--- config.mk ---
export PLATFORM = sky130hd
export DESIGN_NAME = vga_timing_gen
export DESIGN_NICKNAME = d
export VERILOG_FILES = /design/src/rtl/vga_timing_gen.sv
export SDC_FILE = /design/constraint.sdc
export NUM_CORES = 1
export LEC_CHECK = 0
export ABC_AREA = 1
export CAP_MARGIN = 20
export CORE_MARGIN = 5
export CORE_UTILIZATION = 55
export CTS_BUF_LIST = sky130_fd_sc_hd__clkbuf_4 sky130_fd_sc_hd__clkbuf_8
export DETAILED_ROUTE_END_ITERATION = 10
export PLACE_DENSITY = 0.88
export SLEW_MARGIN = 20
export SYNTH_ARGS = -nofsm -noshare
export SYNTH_HDL_FRONTEND = slang
export SYNTH_SLANG_ARGS = --single-unit
--- constraint.sdc ---
create_clock -name clk -period 2.6 [get_ports clk]
set_input_delay 0.26 -clock clk [delete_from_list [all_inputs] [get_ports clk]]
set_output_delay 0.26 -clock clk [all_outputs]
set_load 0.1 [all_outputs]
--- src/rtl/vga_timing_gen.sv ---
// vga_timing_gen: 640x480@60 raster timing with pixel enable, syncs, display enable and coordinates
module vga_timing_gen #(
    parameter int PCLK_DIV  = 4,
    parameter int H_VISIBLE = 640,
    parameter int H_FP      = 16,
    parameter int H_SYNC    = 96,
    parameter int H_BP      = 48,
    parameter int V_VISIBLE = 480,
    parameter int V_FP      = 10,
    parameter int V_SYNC    = 2,
    parameter int V_BP      = 33
) (
    input  logic       clk,
    input  logic       reset,
    output logic       p_tick,
    output logic       h_sync,
    output logic       v_sync,
    output logic       DE,
    output logic [9:0] x_pixel,
    output logic [9:0] y_pixel,
    output logic       frame_start
);
    localparam int H_TOTAL = H_VISIBLE + H_FP + H_SYNC + H_BP;
    localparam int V_TOTAL = V_VISIBLE + V_FP + V_SYNC + V_BP;
    localparam int PW = (PCLK_DIV > 1) ? $clog2(PCLK_DIV) : 1;
    localparam logic [PW-1:0] PRE_MAX = PW'(PCLK_DIV - 1);
    localparam logic [9:0] H_MAX = 10'(H_TOTAL - 1);
    localparam logic [9:0] V_MAX = 10'(V_TOTAL - 1);
    localparam logic [9:0] H_FP_AT = 10'(H_VISIBLE);
    localparam logic [9:0] H_SYNC_AT = 10'(H_VISIBLE + H_FP);
    localparam logic [9:0] H_BP_AT = 10'(H_VISIBLE + H_FP + H_SYNC);
    localparam logic [9:0] V_FP_AT = 10'(V_VISIBLE);
    localparam logic [9:0] V_SYNC_AT = 10'(V_VISIBLE + V_FP);
    localparam logic [9:0] V_BP_AT = 10'(V_VISIBLE + V_FP + V_SYNC);

    typedef enum logic [1:0] {ACTIVE, FRONT, SYNC, BACK} phase_t;

    logic [PW-1:0] prescaler;
    logic [9:0]    h_count, v_count;
    logic          h_end, v_end;
    phase_t        h_phase, v_phase;

    // prescaler and raster counters; reset aborts the frame in place with nothing pending
    always_ff @(posedge clk or posedge reset) begin
        if (reset) begin
            prescaler <= '0;
            h_count   <= '0;
            v_count   <= '0;
        end else begin
            prescaler <= p_tick ? '0 : prescaler + 1'b1;
            if (p_tick) begin
                h_count <= h_end ? '0 : h_count + 10'd1;
                if (h_end)
                    v_count <= v_end ? '0 : v_count + 10'd1;
            end
        end
    end

    // zero-latency decode of strobes, phases and the sync/enable outputs from the counters
    always_comb begin
        p_tick      = prescaler == PRE_MAX;
        h_end       = h_count == H_MAX;
        v_end       = v_count == V_MAX;
        h_phase     = h_count < H_FP_AT ? ACTIVE : h_count < H_SYNC_AT ? FRONT : h_count < H_BP_AT ? SYNC : BACK;
        v_phase     = v_count < V_FP_AT ? ACTIVE : v_count < V_SYNC_AT ? FRONT : v_count < V_BP_AT ? SYNC : BACK;
        h_sync      = h_phase != SYNC;
        v_sync      = v_phase != SYNC;
        DE          = h_phase == ACTIVE && v_phase == ACTIVE;
        frame_start = p_tick && h_end && v_end;
    end

    assign x_pixel = h_count;
    assign y_pixel = v_count;
endmodule

==> impl_metrics.csv, run 1 <==
group,metric,value,unit
outcome,status,"finished, final reports clean",
synthesis,synth_simple_gate_area_share,38.4,%
floorplanning,die-height,60.7,um
place,finalWeightedCongestion,0.895,
worst_setup_path,cp.arrival,1900,ps
synthesis,register_bit_count_reported_by_yosys,22,
timing,grt_setup_unrepaired,"no",
pwr,power.internal,0.429,mW
pwr,power_switching_share,22.2,%
timing,final_min_period_over_clock_period,83.0,%
cts,ctsHtreeMaxLevel,1,
grt,globalRouteOverflowTotal,0,
cts,post-cts-setup-buffers,0,
pwr,power.sequential.fraction,62.0,%
cts,clockRootBuffer,"clkbuf_4",
synthesis,synthesis.area_per_instance,7.47,sq um
detailed_routing,drt-vias-per-instance,5.37,
synthesis,synth_mux_area_share,0,%
floorplanning,fp.dieArea,3680,sq um
timing,max_slew.worst_pin.slew,823,ps
pwr,power.density_cell_area,325,nW/um^2
worst_setup_path,cp_data_required_time,2340,ps
synthesis,synth_xor_xnor_area_share,4.96,%
pwr,power.static_leakage,0.921,nW
worst_setup_path,cp-end-kind,"output port",
synthesis,ys_warn_count,0,
place,postPlaceCellArea,1660,sq um
finish,post_route_cells_drive_above_1_share,22.8,%
finish,fin_area,1700,sq um
detailed_routing,dr.pass1.iters,4,
pwr,p_comb_share,1.4,%
detailed_routing,wire_length_per_cell,13.1,um
pwr,clock_power_share,36.6,%
floorplanning,initial_utilization,57.0,%
cts,ctsLongestPathBuffers,2,
detailed_routing,highest-signal-layer,"met4",
finish,finalNetCount,222,
grt,grt_pass1_wl,5380,um
pwr,vdd_ir_drop_max,0.297,mV
detailed_routing,drt-total-wl,3200,um
synthesis,synth-adder-area-share,3.54,%
detailed_routing,route.met2.wl,1610,um
cts,cts.sink_count,22,
place,detailed_place_hpwl,2410,um
floorplanning,placeableCoreArea,2480,sq um
detailed_routing,met3RoutedLength,203,um
job,max_cap_viol_count,0,
synthesis,synth.distinct_cells,24,
synthesis,syn_area,1410,sq um
finish,syn_to_final_growth,20.2,%
finish,number_of_antenna_diodes,0,
detailed_routing,drt_first_iter_violations,68,
detailed_routing,detailroute.via_count,1315,
timing,fmax,0.463,GHz
pwr,power.switching,0.122,mW
worst_setup_path,critPathMaxFanout,8,
cts,post_cts.resized_instances,0,
detailed_routing,wl_met1,1310,um
timing,final_max_slew_viol_count,0,
place,port_buffers,26,
grt,number_of_antenna_violations_at_the_first_check_in_global_routing,0,
synthesis,synth_cells,189,
worst_hold_path,worstHoldPathType,"in2async",
finish,mostFrequentLayoutCells,"nand2_1, inv_1, buf_4, dfrtp_1, nand3_1",
cts,cts_inserted_buffers,3,
timing,setup_viol,0,
grt,grt_start_max_net_pins,23,
synthesis,dominant_combinational_cell_family_by_area_after_synthesis,"simple AND/OR/NAND/NOR gates",
cts,ctsHoldBuffers,0,
grt,grt_pass1_vias,1262,
timing,setup-tns-final,0,ps
timing,clock-skew-final,3.66,ps
grt,grt.total_usage,19.6,%
finish,layout_commonest_cell,"nand2_1",
finish,final_cell_count_no_fill,245,
worst_setup_path,cp-start-kind,"flop",
finish,finish.utilization,68.5,%
worst_setup_path,criticalPathCategory,"reg2out",
floorplanning,top_level_pins,27,
floorplanning,die_w,60.7,um
detailed_routing,drc,0,
detailed_routing,antenna_violating_nets_post_route,0,
timing,max_slew_margin,45.1,%
synthesis,synth-seq-area-share,39.0,%
timing,report.final.hold_viol_count,0,
floorplanning,num_rows,18,
cts,skew_pair_late_insertion_delay,320,ps
synthesis,synth_compound_gate_area_share,4.34,%
timing,finalWorstPathRequiredPeriod,2160,ps
cts,tritoncts,"done",
synthesis,post_synthesis_net_count,195,
place,dp_cells,241,
cts,worst_setup_hold_path_clk_slew,130,ps
per-layer routing:
layer  GRT usage, %  vias to the layer above
met1           23.7                      609
met3           2.98                       11
met4           8.67                        0
met5              0                        -
met2           34.2                       52
li1               -                      643
registers in the layout, summed over array words and instances (netlist names):
register and cells:
prescaler 2, x_pixel 10, y_pixel 10
Yosys cell counts, drive strengths merged:
| master | instances | area share (%) |
|---|---|---|
| o31ai | 1 | 0.53 |
| dfrtp | 22 | 39 |
| a21oi | 2 | 0.71 |
| buf | 4 | 1.9 |
| xor2 | 6 | 3.7 |
| o21ai | 8 | 3.1 |
| nor3 | 6 | 2.1 |
| nand3 | 17 | 6.4 |
| nand4 | 6 | 4.8 |
| ha | 4 | 3.5 |
| inv | 30 | 8.0 |
| nand2 | 58 | 16 |
| nor2 | 23 | 8.9 |
| xnor2 | 2 | 1.2 |
metrics by stage:
| step | worst slack, ps | power (mW) | hold slack (ps) |
|---|---|---|---|
| global route | 321 | 0.567 | 463 |
| CTS | 437 | 0.551 | 420 |
| finish | 442 | 0.552 | 380 |
| floorplan | -179 | 0.354 | 249 |
| global placement | 841 | 0.357 | 416 |
| detailed placement | 808 | 0.357 | 421 |
cell families after synthesis:
group	after synthesis
buffers and inverters	34
and+or+nand+nor	110
AOI/OAI and AO/OA	11
DFF	22
adders and majority gates	4
xor gates and xnor gates	8
worst paths after layout:
kind	start	to	slack, ps	cells after the start
worst max-delay path	prescaler[0]	frame_start	440	6
min in group clk	prescaler[0]	prescaler[0]	440	1
worst max register to register	x_pixel[0]	y_pixel[9]	1000	7
worst min register to register	prescaler[0]	prescaler[0]	440	1
worst min-delay path	reset	x_pixel[3]	380	2
max in group asynchronous	reset	y_pixel[0]	1720	2
critical path: stages, from the launching register on:
cell,delay (ps)
dfrtp_1,370
ha_1,390
nand2_4,110
nor2_4,160
nand4_4,130
nor3_4,220
buf_12,200
final cells by class:
type	count	area (sq um)
fillers	207	779
multi-input cells	133	751
flip-flops and latches	22	551
inverters	30	113
repair buffers	26	210
clock buffers	4	36.3
well taps	30	37.5
power groups by stage:
stage          sequential [mW]  combinational, mW  clock (mW)
2_1_floorplan            0.349            0.00511           0
3_3_place_gp             0.349            0.00857           0
3_5_place_dp             0.349            0.00855           0
4_1_cts                  0.342            0.00851       0.200
5_1_grt                  0.342            0.00975       0.215
6_report                 0.342            0.00784       0.202
(Power assumes the default switching activity.)
==> inputs of run 2 (changes only) <==
CORE_UTILIZATION = 53   (was 55)
PLACE_DENSITY = 0.85   (was 0.88)
clock period = 2 ns   (was 2.6 ns; I/O delays follow)
==> impl_metrics.csv, run 2 (synthesized netlist as in run 1, its figures left out) <==
group,metric,value,unit
outcome,status,"finished, final reports clean",
worst_setup_path,criticalPathCategory,"reg2out",
timing,clock-skew-final,1.39,ps
worst_setup_path,r2r_end,"y_pixel[3]",
place,port_buffers,26,
grt,grt_pass1_wl,5800,um
timing,final_max_slew_viol_count,0,
worst_setup_path,critPathMaxFanout,7,
timing,report.final.hold_viol_count,0,
detailed_routing,drt-total-wl,3340,um
worst_setup_path,setup.worst_path.start,"y_pixel[6]",
place,detailed_place_hpwl,2540,um
timing,grt_setup_unrepaired,"no",
finish,fill_cells,192,
worst_setup_path,cp-end-kind,"output port",
finish,multiInputGateArea,783,sq um
timing,final_min_period_over_clock_period,97.1,%
detailed_routing,detailroute.via_count,1337,
grt,grt_pass1_vias,1300,
cts,tritoncts,"done",
floorplanning,num_rows,18,
worst_setup_path,timing.reg2reg.worst_path_depth,7,
finish,finalNetCount,228,
pwr,power.static_leakage,0.949,nW
grt,grt_start_max_net_pins,19,
finish,syn_to_final_growth,33.4,%
grt,globalRouteOverflowTotal,0,
cts,cts_inserted_buffers,3,
pwr,power.switching,0.171,mW
pwr,power.internal,0.651,mW
timing,worst_hold_slack,24.3,ps
worst_setup_path,reg2reg_slack,500,ps
grt,number_of_antenna_violations_at_the_first_check_in_global_routing,0,
place,finalWeightedCongestion,0.892,
detailed_routing,wire_length_per_cell,13.3,um
timing,max_slew_margin,81.1,%
pwr,p_comb_share,1.4,%
place,dp_cells,242,
place,postPlaceCellArea,1790,sq um
detailed_routing,drt-vias-per-instance,5.33,
finish,regArea,606,sq um
floorplanning,placeableCoreArea,2520,sq um
worst_setup_path,r2r_start,"x_pixel[1]",
worst_setup_path,cp-start-kind,"flop",
finish,final_cell_count_no_fill,251,
timing,fmax,0.515,GHz
cts,worst_setup_hold_path_clk_slew,140,ps
worst_setup_path,cp_data_required_time,1800,ps
floorplanning,top_level_pins,27,
timing,finalWorstPathRequiredPeriod,1940,ps
pwr,clock_power_share,44.5,%
finish,layout_commonest_cell,"nand2_1",
timing,max_slew.worst_pin.slew,282,ps
cts,ctsHoldBuffers,0,
cts,post_cts.resized_instances,0,
worst_hold_path,worstHoldPathType,"in2async",
cts,clockRootBuffer,"clkbuf_4",
timing,setup-tns-final,0,ps
floorplanning,die_w,61.6,um
detailed_routing,dr.pass1.iters,6,
floorplanning,initial_utilization,56.0,%
grt,grt.total_usage,20.8,%
finish,post_route_cells_drive_above_1_share,36.2,%
finish,fin_area,1880,sq um
job,max_cap_viol_count,0,
worst_setup_path,cp.arrival,1740,ps
cts,cts.sink_count,22,
cts,ctsLongestPathBuffers,2,
pwr,power.sequential.fraction,54.1,%
finish,finish.utilization,74.7,%
cts,ctsHtreeMaxLevel,1,
pwr,power_switching_share,20.8,%
finish,number_of_antenna_diodes,0,
cts,post-cts-setup-buffers,0,
finish,mostFrequentLayoutCells,"nand2_1, buf_4, inv_1, nand3_1, nor2_1",
detailed_routing,antenna_violating_nets_post_route,0,
detailed_routing,drc,0,
floorplanning,fp.dieArea,3800,sq um
detailed_routing,drt_first_iter_violations,75,
pwr,power.density_cell_area,436,nW/um^2
floorplanning,die-height,61.6,um
pwr,vdd_ir_drop_max,0.386,mV
timing,setup_viol,0,
cts,skew_pair_late_insertion_delay,330,ps
[run 2: how the worst max path moves through the flow]
| stage | endpoint | slack, ps | depth (start not counted) |
|---|---|---|---|
| after floorplan | frame_start | -80 | 5 |
| after global placement | frame_start | 460 | 6 |
| after detailed placement | frame_start | 420 | 6 |
| after CTS | frame_start | 20 | 6 |
| after global routing | frame_start | 1 | 6 |
| final | frame_start | 60 | 6 |
[run 2: cell type report]
class	count	area share, %
Clock buffer	3	1.20
Clock inverter	1	1.59
Inverter	30	5.98
Multi-Input combinational cell	133	41.6
Sequential cell	22	32.1
Tap cell	30	1.99
Timing Repair Buffer	32	15.5
[run 2: critical path, stage by stage, from the launching register on]
cell	delay, ps
dfrtp_4	530
inv_1	100
nand2_1	70
nor3_1	170
nand3_1	150
nor3_4	180
buf_12	200
[run 2: power by group through the flow]
stage               Sequential (mW)  Combinational [mW]  Clock [mW]
finish                        0.444              0.0118       0.365
CTS                           0.444              0.0128       0.369
floorplan                     0.454             0.00663           0
global placement              0.454              0.0126           0
global route                  0.445              0.0143       0.381
detailed placement            0.454              0.0128           0
[run 2: routing by layer]
layer	up-vias	track usage (%)	share of wire, %
li1	654	-	-
met1	627	26.2	42
met2	47	35.4	50
met3	9	2.73	5.9
met4	0	9.09	2.2
met5	-	0	0
[run 2: stage by stage]
stage / power, mW / worst slack (ps)
final: 0.822 / 57.3
after detailed placement: 0.467 / 420
after CTS: 0.827 / 24.2
after global routing: 0.840 / 1.03
after global placement: 0.466 / 463
after floorplan: 0.460 / -84.7
